## src/rtl/mult_div_pkg.sv

```systemverilog
// mult_div_pkg -- shared definitions for the iterative multiply/divide unit.
//   OP_*        : 2-bit operation encoding driven by the control unit
//   md_state_t  : sequencer state (IDLE, RUN, FIX)
//   op_is_div() : true for DIV/DIVU (op[0] selects divide)
// Optional build macro UNSIGNED_MD_EN (see mult_div_unit) gives op[1] meaning.
package mult_div_pkg;

  localparam logic [1:0] OP_MULT  = 2'b00;
  localparam logic [1:0] OP_DIV   = 2'b01;
  localparam logic [1:0] OP_MULTU = 2'b10;
  localparam logic [1:0] OP_DIVU  = 2'b11;

  typedef enum logic [1:0] {
    IDLE = 2'd0,
    RUN  = 2'd1,
    FIX  = 2'd2
  } md_state_t;

  function automatic logic op_is_div(input logic [1:0] op);
    return op[0];
  endfunction

endpackage

```

## src/rtl/mult_div_if.sv

```systemverilog
// mult_div_if -- control-unit <-> mult_div_unit connection.
//   start, op, a, b         : request side (control unit drives)
//   busy, done, div_zero,
//   hi, lo                  : response side (mult/div unit drives)
// Handshake: start is sampled only while the unit is idle (busy low and no
// divide-by-zero response pending); a start seen while busy is dropped, not
// queued. Operands are captured on the accepting edge and may change after it.
// done is a one-cycle pulse marking hi/lo valid; div_zero pulses together with
// done for a divide by zero (hi/lo untouched). A new start may be issued in the
// same cycle done is high.
interface mult_div_if #(
  parameter int WIDTH = 32
);
  logic             start;
  logic [1:0]       op;
  logic [WIDTH-1:0] a;
  logic [WIDTH-1:0] b;
  logic             busy;
  logic             done;
  logic             div_zero;
  logic [WIDTH-1:0] hi;
  logic [WIDTH-1:0] lo;

  modport master (
    output start, op, a, b,
    input  busy, done, div_zero, hi, lo
  );

  modport slave (
    input  start, op, a, b,
    output busy, done, div_zero, hi, lo
  );
endinterface

```

## src/rtl/mult_div_step.sv

```systemverilog
// md_step -- one combinational iteration of the iterative multiply/divide.
//   i_acc  : 2*WIDTH accumulator. Multiply: {partial product, remaining
//            multiplier bits}. Divide: {partial remainder, remaining dividend
//            bits / quotient bits shifted in so far}.
//   i_opnd : multiplicand magnitude (multiply) or divisor magnitude (divide)
//   i_div  : 1 = restoring-divide step, 0 = shift-add multiply step
//   o_acc  : next accumulator; in divide mode bit 0 is left 0 for the caller
//            to fill with o_qbit
//   o_qbit : quotient bit produced by this divide step (0 when multiplying)
module md_step #(
  parameter int WIDTH = 32
) (
  input  logic [2*WIDTH-1:0] i_acc,
  input  logic [WIDTH-1:0]   i_opnd,
  input  logic               i_div,
  output logic [2*WIDTH-1:0] o_acc,
  output logic               o_qbit
);

  logic [WIDTH:0] w_addend;
  logic [WIDTH:0] w_sum;
  logic [WIDTH:0] w_prem;
  logic [WIDTH:0] w_diff;

  always_comb begin
    w_addend = '0;
    w_sum    = '0;
    w_prem   = '0;
    w_diff   = '0;
    o_qbit   = 1'b0;
    o_acc    = i_acc;

    // Multiply: add the multiplicand when the current multiplier LSB is set,
    // then shift the whole accumulator right; the carry lands in the MSB.
    w_addend = i_acc[0] ? {1'b0, i_opnd} : '0;
    w_sum    = {1'b0, i_acc[2*WIDTH-1:WIDTH]} + w_addend;

    // Divide: WIDTH+1-bit partial remainder = remainder shifted left with the
    // next dividend bit. A clear borrow bit means the divisor fits.
    w_prem = i_acc[2*WIDTH-1:WIDTH-1];
    w_diff = w_prem - {1'b0, i_opnd};

    if (i_div) begin
      o_qbit = ~w_diff[WIDTH];
      o_acc  = {(o_qbit ? w_diff[WIDTH-1:0] : w_prem[WIDTH-1:0]),
                i_acc[WIDTH-2:0], 1'b0};
    end else begin
      o_acc  = {w_sum, i_acc[WIDTH-1:1]};
    end
  end

endmodule

```

## src/rtl/mult_div_unit.sv

```systemverilog
// mult_div_unit -- iterative radix-2 multiply / restoring divide for the
// multicycle MIPS datapath, writing the HI/LO pair.
//   clock       : rising-edge clock
//   reset       : asynchronous reset, active low
//   bus         : mult_div_if slave modport (start/op/a/b in,
//                 busy/done/div_zero/hi/lo out)
//   o_dbg_state : current sequencer state, for observation only
// Parameter WIDTH (>= 4, even): operand and HI/LO width.
// Build macro UNSIGNED_MD_EN: when defined, op[1] selects unsigned MULTU/DIVU;
// when undefined op[1] is ignored and every operation is signed.
// Latency: start accepted at edge E0, hi/lo/done updated at edge E(WIDTH+1).
module mult_div_unit
  import mult_div_pkg::*;
#(
  parameter int WIDTH = 32
) (
  input  logic      clock,
  input  logic      reset,
  mult_div_if.slave bus,
  output md_state_t o_dbg_state
);

  localparam int CW = $clog2(WIDTH) + 1;

  md_state_t            r_state;
  md_state_t            w_next_state;
  logic [2*WIDTH-1:0]   r_acc;
  logic [WIDTH-1:0]     r_opnd;
  logic [CW-1:0]        r_cnt;
  logic                 r_div;
  logic                 r_neg_q;
  logic                 r_neg_r;
  logic                 r_busy;
  logic                 r_done;
  logic                 r_dz;
  logic                 r_dz_pend;
  logic [WIDTH-1:0]     r_hi;
  logic [WIDTH-1:0]     r_lo;

  logic                 w_unsigned;
  logic                 w_is_div;
  logic                 w_a_neg;
  logic                 w_b_neg;
  logic [WIDTH-1:0]     w_a_mag;
  logic [WIDTH-1:0]     w_b_mag;
  logic                 w_accept;
  logic                 w_dz;
  logic                 w_go;
  logic                 w_last;
  logic [2*WIDTH-1:0]   w_step_acc;
  logic                 w_qbit;
  logic [2*WIDTH-1:0]   w_prod;
  logic [WIDTH-1:0]     w_quot;
  logic [WIDTH-1:0]     w_rem;
  logic [WIDTH-1:0]     w_res_hi;
  logic [WIDTH-1:0]     w_res_lo;

`ifdef UNSIGNED_MD_EN
  assign w_unsigned = bus.op[1];
`else
  assign w_unsigned = 1'b0;
`endif

  // Operand preprocessing: magnitudes plus sign bits. For unsigned ops the
  // sign bits are forced low, which also disables the FIX negation.
  assign w_is_div = op_is_div(bus.op);
  assign w_a_neg  = ~w_unsigned & bus.a[WIDTH-1];
  assign w_b_neg  = ~w_unsigned & bus.b[WIDTH-1];
  assign w_a_mag  = w_a_neg ? (-bus.a) : bus.a;
  assign w_b_mag  = w_b_neg ? (-bus.b) : bus.b;

  // A pending divide-by-zero response keeps the unit closed for one cycle
  // even though it never leaves IDLE.
  assign w_accept = (r_state == IDLE) && bus.start && !r_dz_pend;
  assign w_dz     = w_accept && w_is_div && (bus.b == '0);
  assign w_go     = w_accept && !w_dz;
  assign w_last   = (r_cnt == CW'(WIDTH - 1));

  md_step #(.WIDTH(WIDTH)) u_step (
    .i_acc  (r_acc),
    .i_opnd (r_opnd),
    .i_div  (r_div),
    .o_acc  (w_step_acc),
    .o_qbit (w_qbit)
  );

  // State register.
  always_ff @(posedge clock or negedge reset) begin
    if (!reset) begin
      r_state <= IDLE;
    end else begin
      r_state <= w_next_state;
    end
  end

  // Next state and FIX-stage sign correction.
  always_comb begin
    w_next_state = r_state;
    w_prod       = r_acc;
    w_quot       = r_acc[WIDTH-1:0];
    w_rem        = r_acc[2*WIDTH-1:WIDTH];
    w_res_hi     = '0;
    w_res_lo     = '0;

    case (r_state)
      IDLE:    if (w_go) w_next_state = RUN;
      RUN:     if (w_last) w_next_state = FIX;
      FIX:     w_next_state = IDLE;
      default: w_next_state = IDLE;
    endcase

    if (r_div) begin
      // Quotient sign = sign(a) xor sign(b); remainder follows the dividend.
      // The most-negative / -1 case yields quotient magnitude 2^(WIDTH-1),
      // which already reads back as the most-negative value.
      w_res_lo = r_neg_q ? (-w_quot) : w_quot;
      w_res_hi = r_neg_r ? (-w_rem)  : w_rem;
    end else begin
      if (r_neg_q) w_prod = -r_acc;
      {w_res_hi, w_res_lo} = w_prod;
    end
  end

  // Datapath and registered outputs.
  always_ff @(posedge clock or negedge reset) begin
    if (!reset) begin
      r_acc     <= '0;
      r_opnd    <= '0;
      r_cnt     <= '0;
      r_div     <= 1'b0;
      r_neg_q   <= 1'b0;
      r_neg_r   <= 1'b0;
      r_busy    <= 1'b0;
      r_done    <= 1'b0;
      r_dz      <= 1'b0;
      r_dz_pend <= 1'b0;
      r_hi      <= '0;
      r_lo      <= '0;
    end else begin
      r_done    <= 1'b0;
      r_dz      <= 1'b0;
      r_dz_pend <= w_dz;
      if (r_dz_pend) begin
        r_done <= 1'b1;
        r_dz   <= 1'b1;
      end

      case (r_state)
        IDLE: begin
          if (w_go) begin
            r_div   <= w_is_div;
            r_neg_q <= w_a_neg ^ w_b_neg;
            r_neg_r <= w_a_neg;
            // Multiply iterates over the multiplier (b); divide shifts the
            // dividend (a) through the low half.
            r_opnd  <= w_is_div ? w_b_mag : w_a_mag;
            r_acc   <= {{WIDTH{1'b0}}, (w_is_div ? w_a_mag : w_b_mag)};
            r_cnt   <= '0;
            r_busy  <= 1'b1;
          end
        end
        RUN: begin
          r_acc <= {w_step_acc[2*WIDTH-1:1], w_step_acc[0] | w_qbit};
          r_cnt <= r_cnt + CW'(1);
        end
        FIX: begin
          r_hi   <= w_res_hi;
          r_lo   <= w_res_lo;
          r_done <= 1'b1;
          r_busy <= 1'b0;
        end
        default: ;
      endcase
    end
  end

  assign bus.busy     = r_busy;
  assign bus.done     = r_done;
  assign bus.div_zero = r_dz;
  assign bus.hi       = r_hi;
  assign bus.lo       = r_lo;
  assign o_dbg_state  = r_state;

endmodule

```

## src/flat_wrapper.sv

```systemverilog
// flat-port wrapper written by rule: the top's interface ports become plain ports
module mult_div_unit_flat import mult_div_pkg::*;
#(
  parameter int WIDTH = 32
)
  (clock, reset, o_dbg_state, bus_start, bus_op, bus_a, bus_b, bus_busy, bus_done, bus_div_zero, bus_hi, bus_lo);
  mult_div_if #(.WIDTH(WIDTH)) bus_i ();
  input  logic clock;
  input  logic reset;
  output md_state_t o_dbg_state;
  input wire logic [$bits(bus_i.start)-1:0] bus_start;
  input wire logic [$bits(bus_i.op)-1:0] bus_op;
  input wire logic [$bits(bus_i.a)-1:0] bus_a;
  input wire logic [$bits(bus_i.b)-1:0] bus_b;
  output wire logic [$bits(bus_i.busy)-1:0] bus_busy;
  output wire logic [$bits(bus_i.done)-1:0] bus_done;
  output wire logic [$bits(bus_i.div_zero)-1:0] bus_div_zero;
  output wire logic [$bits(bus_i.hi)-1:0] bus_hi;
  output wire logic [$bits(bus_i.lo)-1:0] bus_lo;
  assign bus_i.start = bus_start;
  assign bus_i.op = bus_op;
  assign bus_i.a = bus_a;
  assign bus_i.b = bus_b;
  assign bus_busy = bus_i.busy;
  assign bus_done = bus_i.done;
  assign bus_div_zero = bus_i.div_zero;
  assign bus_hi = bus_i.hi;
  assign bus_lo = bus_i.lo;
  mult_div_unit #(.WIDTH(WIDTH)) u_core (.clock(clock), .reset(reset), .bus(bus_i), .o_dbg_state(o_dbg_state));
endmodule
```

## config.mk

```make
export PLATFORM = sky130hd
export DESIGN_NAME = mult_div_unit_flat
export DESIGN_NICKNAME = d
export VERILOG_FILES = /design/src/rtl/mult_div_pkg.sv /design/src/rtl/mult_div_if.sv /design/src/rtl/mult_div_step.sv /design/src/rtl/mult_div_unit.sv /design/src/flat_wrapper.sv
export SDC_FILE = /design/constraint.sdc
export NUM_CORES = 1
export LEC_CHECK = 0
export CAP_MARGIN = 10
export CORE_MARGIN = 2
export CORE_UTILIZATION = 55
export DETAILED_ROUTE_END_ITERATION = 16
export HOLD_SLACK_MARGIN = 0.08
export PLACE_DENSITY = 0.77
export SYNTH_ARGS = -nofsm -noshare
export SYNTH_HDL_FRONTEND = slang
export SYNTH_SLANG_ARGS = --single-unit
```

## constraint.sdc

```tcl
create_clock -name clock -period 4.4 [get_ports clock]
set_clock_uncertainty 0.05 [all_clocks]
set_input_delay 0.88 -clock clock [delete_from_list [all_inputs] [get_ports clock]]
set_output_delay 0.88 -clock clock [all_outputs]
set_load 0.1 [all_outputs]
```

# Word level (Yosys, flattened, before mapping)
# Index checks and enable logic that the tools add are counted.
[word_totals]
mem_bits_rw = 0
latchBits = 0
register_bits = 175
wordCells = 68
mem_bits_ro = 0
output_inout_bits = 69
memories = 0
[classes]
mux = 24
reduce_logical = 15
eq_ne = 5
shifts = 0
n_mul = 0
n_lt_le_gt_ge = 0
add_sub_neg = 8
bitwise = 3
n_div = 0
[op_table]
columns = ["op", "n"]
rows = [
  ["$mux W32", 10],
  ["$mux W64", 3],
  ["$neg A32 Y32", 4],
  ["$pmux W64 S2", 1],
  ["$neg A64 Y64", 1],
  ["$add A32 B33 Y33", 1],
  ["$sub A33 B32 Y33", 1],
  ["$logic_not A32 Y1", 1],
  ["$pmux W6 S2", 1],
  ["$reduce_and A2 Y1", 4],
  ["$add A6 B1 Y6 const B", 1],
  ["$eq A6 B5 Y1 const B", 1],
  ["$mux W6", 1],
  ["$logic_and A1 B1 Y1", 5],
  ["$mux W1", 4],
  ["$mux W2", 2],
  ["$ne A2 B1 Y1 const B", 2],
  ["$pmux W2 S2", 1],
  ["$reduce_bool A2 Y1", 2],
  ["$eq A2 B1 Y1 const B", 1],
  ["$eq A2 B2 Y1 const B", 1],
  ["$logic_not A1 Y1", 2],
  ["$logic_not A2 Y1", 1],
  ["$pmux W1 S2", 1],
  ["3 further kinds", 3],
]

# Depth between registers and ports, before layout
[depth]
depth_word = 9
mapped_depth = 14
mapped_depth_nobuf = 13

# Modules after synthesis
# Synthesis repeated with hierarchy kept, for this count alone.
[hier_totals]
hier_cells = 1851
area_unflattened_um2 = 15109.5
[by_module_without_submodules]
columns = ["module", "instances", "cells_each", "seq_area_each_um2", "area_per_inst_um2"]
rows = [
  ["mult_div_unit", 1, 1168, 4379.2, 10461.3],
  ["md_step", 1, 683, 0.0, 4648.2],
]

# Least setup slack after synthesis
# No wires, ideal clock.
[synth_path]
path_kind = "register to register"
start = "reg u_core.r_acc[0]"
end = "reg u_core.r_acc[51]"
path_buffers = 1
setup_time_ps = 141
path_stages_with_launch = 14
period_less_slack_ps = 3338
arrival_time_ps = 3147
path_slack_ps = 1062
path_cell_list = "dfrtp_1 -> inv_1 -> clkbuf_1 -> nor2_1 -> ha_1 -> o211ai_1 -> a21oi_1 -> a2111oi_0 -> o31ai_1 -> a221o_1 -> a21o_1 -> a21oi_1 -> xor2_1 -> o221ai_1"
[synth_between]
elab_chain_len = 4
[synth_lines]
columns = ["element", "line", "source"]
rows = [
  ["from (decl)", "mult_div_unit.sv:27", "logic [2*WIDTH-1:0] r_acc;"],
  ["from (signal assigned)", "mult_div_unit.sv:157", "r_acc <= {{WIDTH{1'b0}}, (w_is_div ? w_a_mag : w_b_mag)};"],
  ["from (signal assigned)", "mult_div_unit.sv:163", "r_acc <= {w_step_acc[2*WIDTH-1:1], w_step_acc[0] | w_qbit};"],
  ["$mux W32", "mult_div_step.sv:35", "w_addend = i_acc[0] ? {1'b0, i_opnd} : '0;"],
  ["$add A32 B33 Y33", "mult_div_step.sv:36", "w_sum = {1'b0, i_acc[2*WIDTH-1:WIDTH]} + w_addend;"],
  ["$mux W64", "mult_div_step.sv:43", "if (i_div) begin"],
  ["$pmux W64 S2", "mult_div_unit.sv:148", "case (r_state)"],
]
# No other way between the ends.
# A chain may end at the register's enable or synchronous reset.

# Final worst setup path
[layout_path]
start = "reg u_core.r_acc[31]"
end = "reg u_core.r_acc[58]"
[layout_between]
elab_chain_len = 4
[layout_lines]
columns = ["element", "line", "source"]
rows = [
  ["$sub A33 B32 Y33", "mult_div_step.sv:41", "w_diff = w_prem - {1'b0, i_opnd};"],
  ["$mux W32", "mult_div_step.sv:45", "o_acc = {(o_qbit ? w_diff[WIDTH-1:0] : w_prem[WIDTH-1:0]),"],
  ["$mux W64", "mult_div_step.sv:43", ""],
  ["$pmux W64 S2", "mult_div_unit.sv:148", ""],
]
# No other way between the ends.

==> results.yml <==
outcome:
  status: "finished clean"
hold_path:
  hold_path.class: "reg2reg"
synth:
  synthTopCellsByArea: "dfrtp_1 30%, o21ai_0 6.6%, xor2_1 6.0%"
  synth_ff_type: "dfrtp_1"
  ys_async_sr_fraction_pct: 100.0
  yosysSeqAreaShare_pct: 30.07
  synth_commonest_cells: "216 x nand2_1, 191 x o21ai_0, 175 x dfrtp_1, 170 x a21oi_1, 165 x nor2_1"
  synth_most_common_cell: "nand2_1"
  ys_warn_count: 0
  avgSynthCellArea_um2: 7.898
  synth_edf_count: 0
  synth_top_area_cell: "dfrtp_1"
  ys_ff_latch: 175
  ys_types: 80
  netlist.area_leader.share_pct: 30.07
  synth.cell_area_mm2: 0.01456
  synth_nets: 1984
  syn_inst: 1844
routing:
  num_vias: 14290
  drc: 0
  wl_met1_um: 19650
  vias_per_cell: 6.284
  dr.pass1.iters: 6
  met2_length_um: 19820
  wl_um: 45010
  wl_per_cell_um: 19.79
  drt-initial-drc-count: 1429
  met3_length_um: 3692
  routed.top_layer: "met4"
  drtAntennaViolNets: 0
clock_tree:
  worstSkewPairLatency_ps: 440
  cts.clk_slew.worst_paths_ps: 90
  hold_buffers: 0
  cts_setup_buffers: 0
  cts_tree: "done"
  cts_buffer_depth: 2
  cts.sinks: 175
  cts-root-buf: "clkbuf_16"
  cts_buffers: 17
  post_cts_resized: 0
  htreeDepth: 4
critical_path:
  path_cells: "inv_1, ha_1, fa_1, nand2b_1, a21oi_1, o211ai_1, a21oi_1, o41ai_4, xnor2_1, buf_4, nand3_1, a32o_1"
  cpPeakStageDelay_ps: 550
  critical_path.max_fanout: 10
  crit_arrival_ps: 4130
  critPathRequiredTime_ps: 4670
  crit_path_end_kind: "flop"
  cp_slowest_cell: "xnor2_1"
  path_class: "reg2reg"
  worstSetupStartpointType: "flop"
  crit_top_cell: "a21oi_1"
floorplan:
  die_area_mm2: 0.02780
  num_rows: 59
  start_util_pct: 55.89
  die_h_um: 166.7
  fp.dieW_um: 166.7
  core-area_mm2: 0.02606
  io_pins: 138
sta:
  tightest_slew_ps: 1083
  rsz0062_at_grt: "no"
  max-slew-margin-rel_pct: 27.82
  setup-tns-final_ps: 0
  hold_viol_final: 0
  drv_slew: 0
  fin_crit_sh_pct: 87.56
  fmax_mhz: 259.6
  min_period_ps: 3853
  final-setup-viol-count: 0
global_route:
  grt_max_degree: 131
  grt_use_total_pct: 32.26
  grt_overflow_total: 0
  grt_antenna_before_repair: 0
  grt_pass1_wl_um: 71980
  grt_pass1_vias: 13440
final_layout:
  n_antenna_cell: 0
  fin_nets: 2066
  fillerInstances: 2284
  drive_above_1_share_pct: 6.447
  syn2layout_area_growth_pct: 16.13
  register_area_mm2: 0.004380
  multi_input_area_mm2: 0.009570
place:
  gp_congestion: 0.9495
  io_buffers: 136
  hpwl_um: 34240
pwr:
  worst_ir_drop_vdd_mv: 0.8023
  leakagePower_nw: 7.188
  finalPower_mw: 14.96
  power_density_mw_per_mm2: 884.3
run:
  drv_cap: 0
power breakdown:
part           switching, mW  total (mW)  internal (mW)
clock network          0.841        1.64          0.799
registers              0.898        3.22           2.33
logic                   6.66        10.1           3.43
total                   8.40        15.0           6.56
metrics by stage:
stage	hold slack, ps	area (um2)	worst slack (ps)	cells	utilization, %
4_1_cts	358.4	16910	619.8	2274	64.90
3_3_place_gp	335.9	16280	397.5	2242	62.46
3_5_place_dp	340.6	16280	329.5	2242	62.46
5_1_grt	366.1	16910	420.6	2274	64.90
6_report	351.8	16910	547.4	2274	64.90
2_1_floorplan	316.9	14560	1062	1844	-
logic make-up (layout without fill, tap and decap cells):
family	Yosys count	in the layout	share of synthesized area, %
AOI/OAI and AO/OA	593	593	24.99
xor gates and xnor gates	175	175	10.52
adders and majority gates	71	71	6.203
buffers and inverters	168	263	4.476
DFF	175	175	30.07
muxes	63	63	4.450
and+or+nand+nor	599	599	19.29
state kept, by name (all words and copies together), names as in the netlist:
name,flops
u_core.bus.busy,1
u_core.r_cnt,6
u_core.bus.lo,32
u_core.r_neg_q,1
u_core.bus.hi,32
u_core.bus.done,1
u_core.bus.div_zero,1
u_core.r_dz_pend,1
u_core.o_dbg_state,2
u_core.r_neg_r,1
u_core.r_acc,64
u_core.r_opnd,32
u_core.r_div,1
final timing paths:
path / from / end / slack (ps) / depth (start not counted)
setup / recovery: u_core.r_acc[31] / u_core.r_acc[58] / 550 / 12
hold / removal: u_core.r_dz_pend / u_core.bus.div_zero / 350 / 0
setup reg to reg: u_core.r_acc[31] / u_core.r_acc[58] / 550 / 12
hold reg to reg: u_core.r_dz_pend / u_core.bus.div_zero / 350 / 0
max in group asynchronous: reset / u_core.r_acc[41] / 2790 / 2
min in group asynchronous: reset / u_core.r_acc[19] / 440 / 1
layout make-up:
class,instances,area share (%)
clock buffer,17,2.515
clock inverter,15,1.250
inverter,54,1.198
multi-input combinational,1501,56.59
sequential,175,25.90
tap,335,2.478
timing repair buffer,177,10.07
cell usage in the layout (no fill, tap or decap), types with 14 or more instances in the layout:
cell | Yosys | routed
nand2_1 | 216 | 216
o21ai_0 | 191 | 191
dfrtp_1 | 175 | 174
a21oi_1 | 170 | 169
nor2_1 | 165 | 164
clkdlybuf4s50_1 | 0 | 134
xor2_1 | 99 | 98
xnor2_1 | 76 | 76
ha_1 | 69 | 69
inv_1 | 52 | 52
mux2i_1 | 49 | 49
nor3_1 | 38 | 38
buf_4 | 3 | 38
nand3_1 | 27 | 27
o31ai_1 | 27 | 27
a21o_1 | 25 | 25
nand2b_1 | 25 | 23
or3_1 | 20 | 20
nor4_1 | 18 | 18
o22ai_1 | 18 | 18
a31oi_1 | 17 | 17
clkbuf_16 | 0 | 17
o21ai_1 | 16 | 16
a22oi_1 | 15 | 15
nand4_1 | 15 | 15
o41ai_1 | 15 | 15
nor2b_1 | 15 | 14
mux2_2 | 14 | 14
layer usage:
layer,vias to the layer above,global-route usage (%)
met3,93,4.990
met4,0,13.23
met1,6774,45.53
met2,623,49.68
li1,6799,-
met5,-,0
worst max-delay path: cells and delay by family, from the launching register on:
kind | cells | cell delay (ps)
AO/OA/AOI/OAI | 5 | 1280
adder cells (fa/ha/maj) | 2 | 620
XOR/XNOR | 1 | 550
flip-flops | 1 | 460
buffers and inverters | 2 | 460
AND/OR/NAND/NOR | 2 | 310
Note: power is estimated with default switching activity, not from simulation.
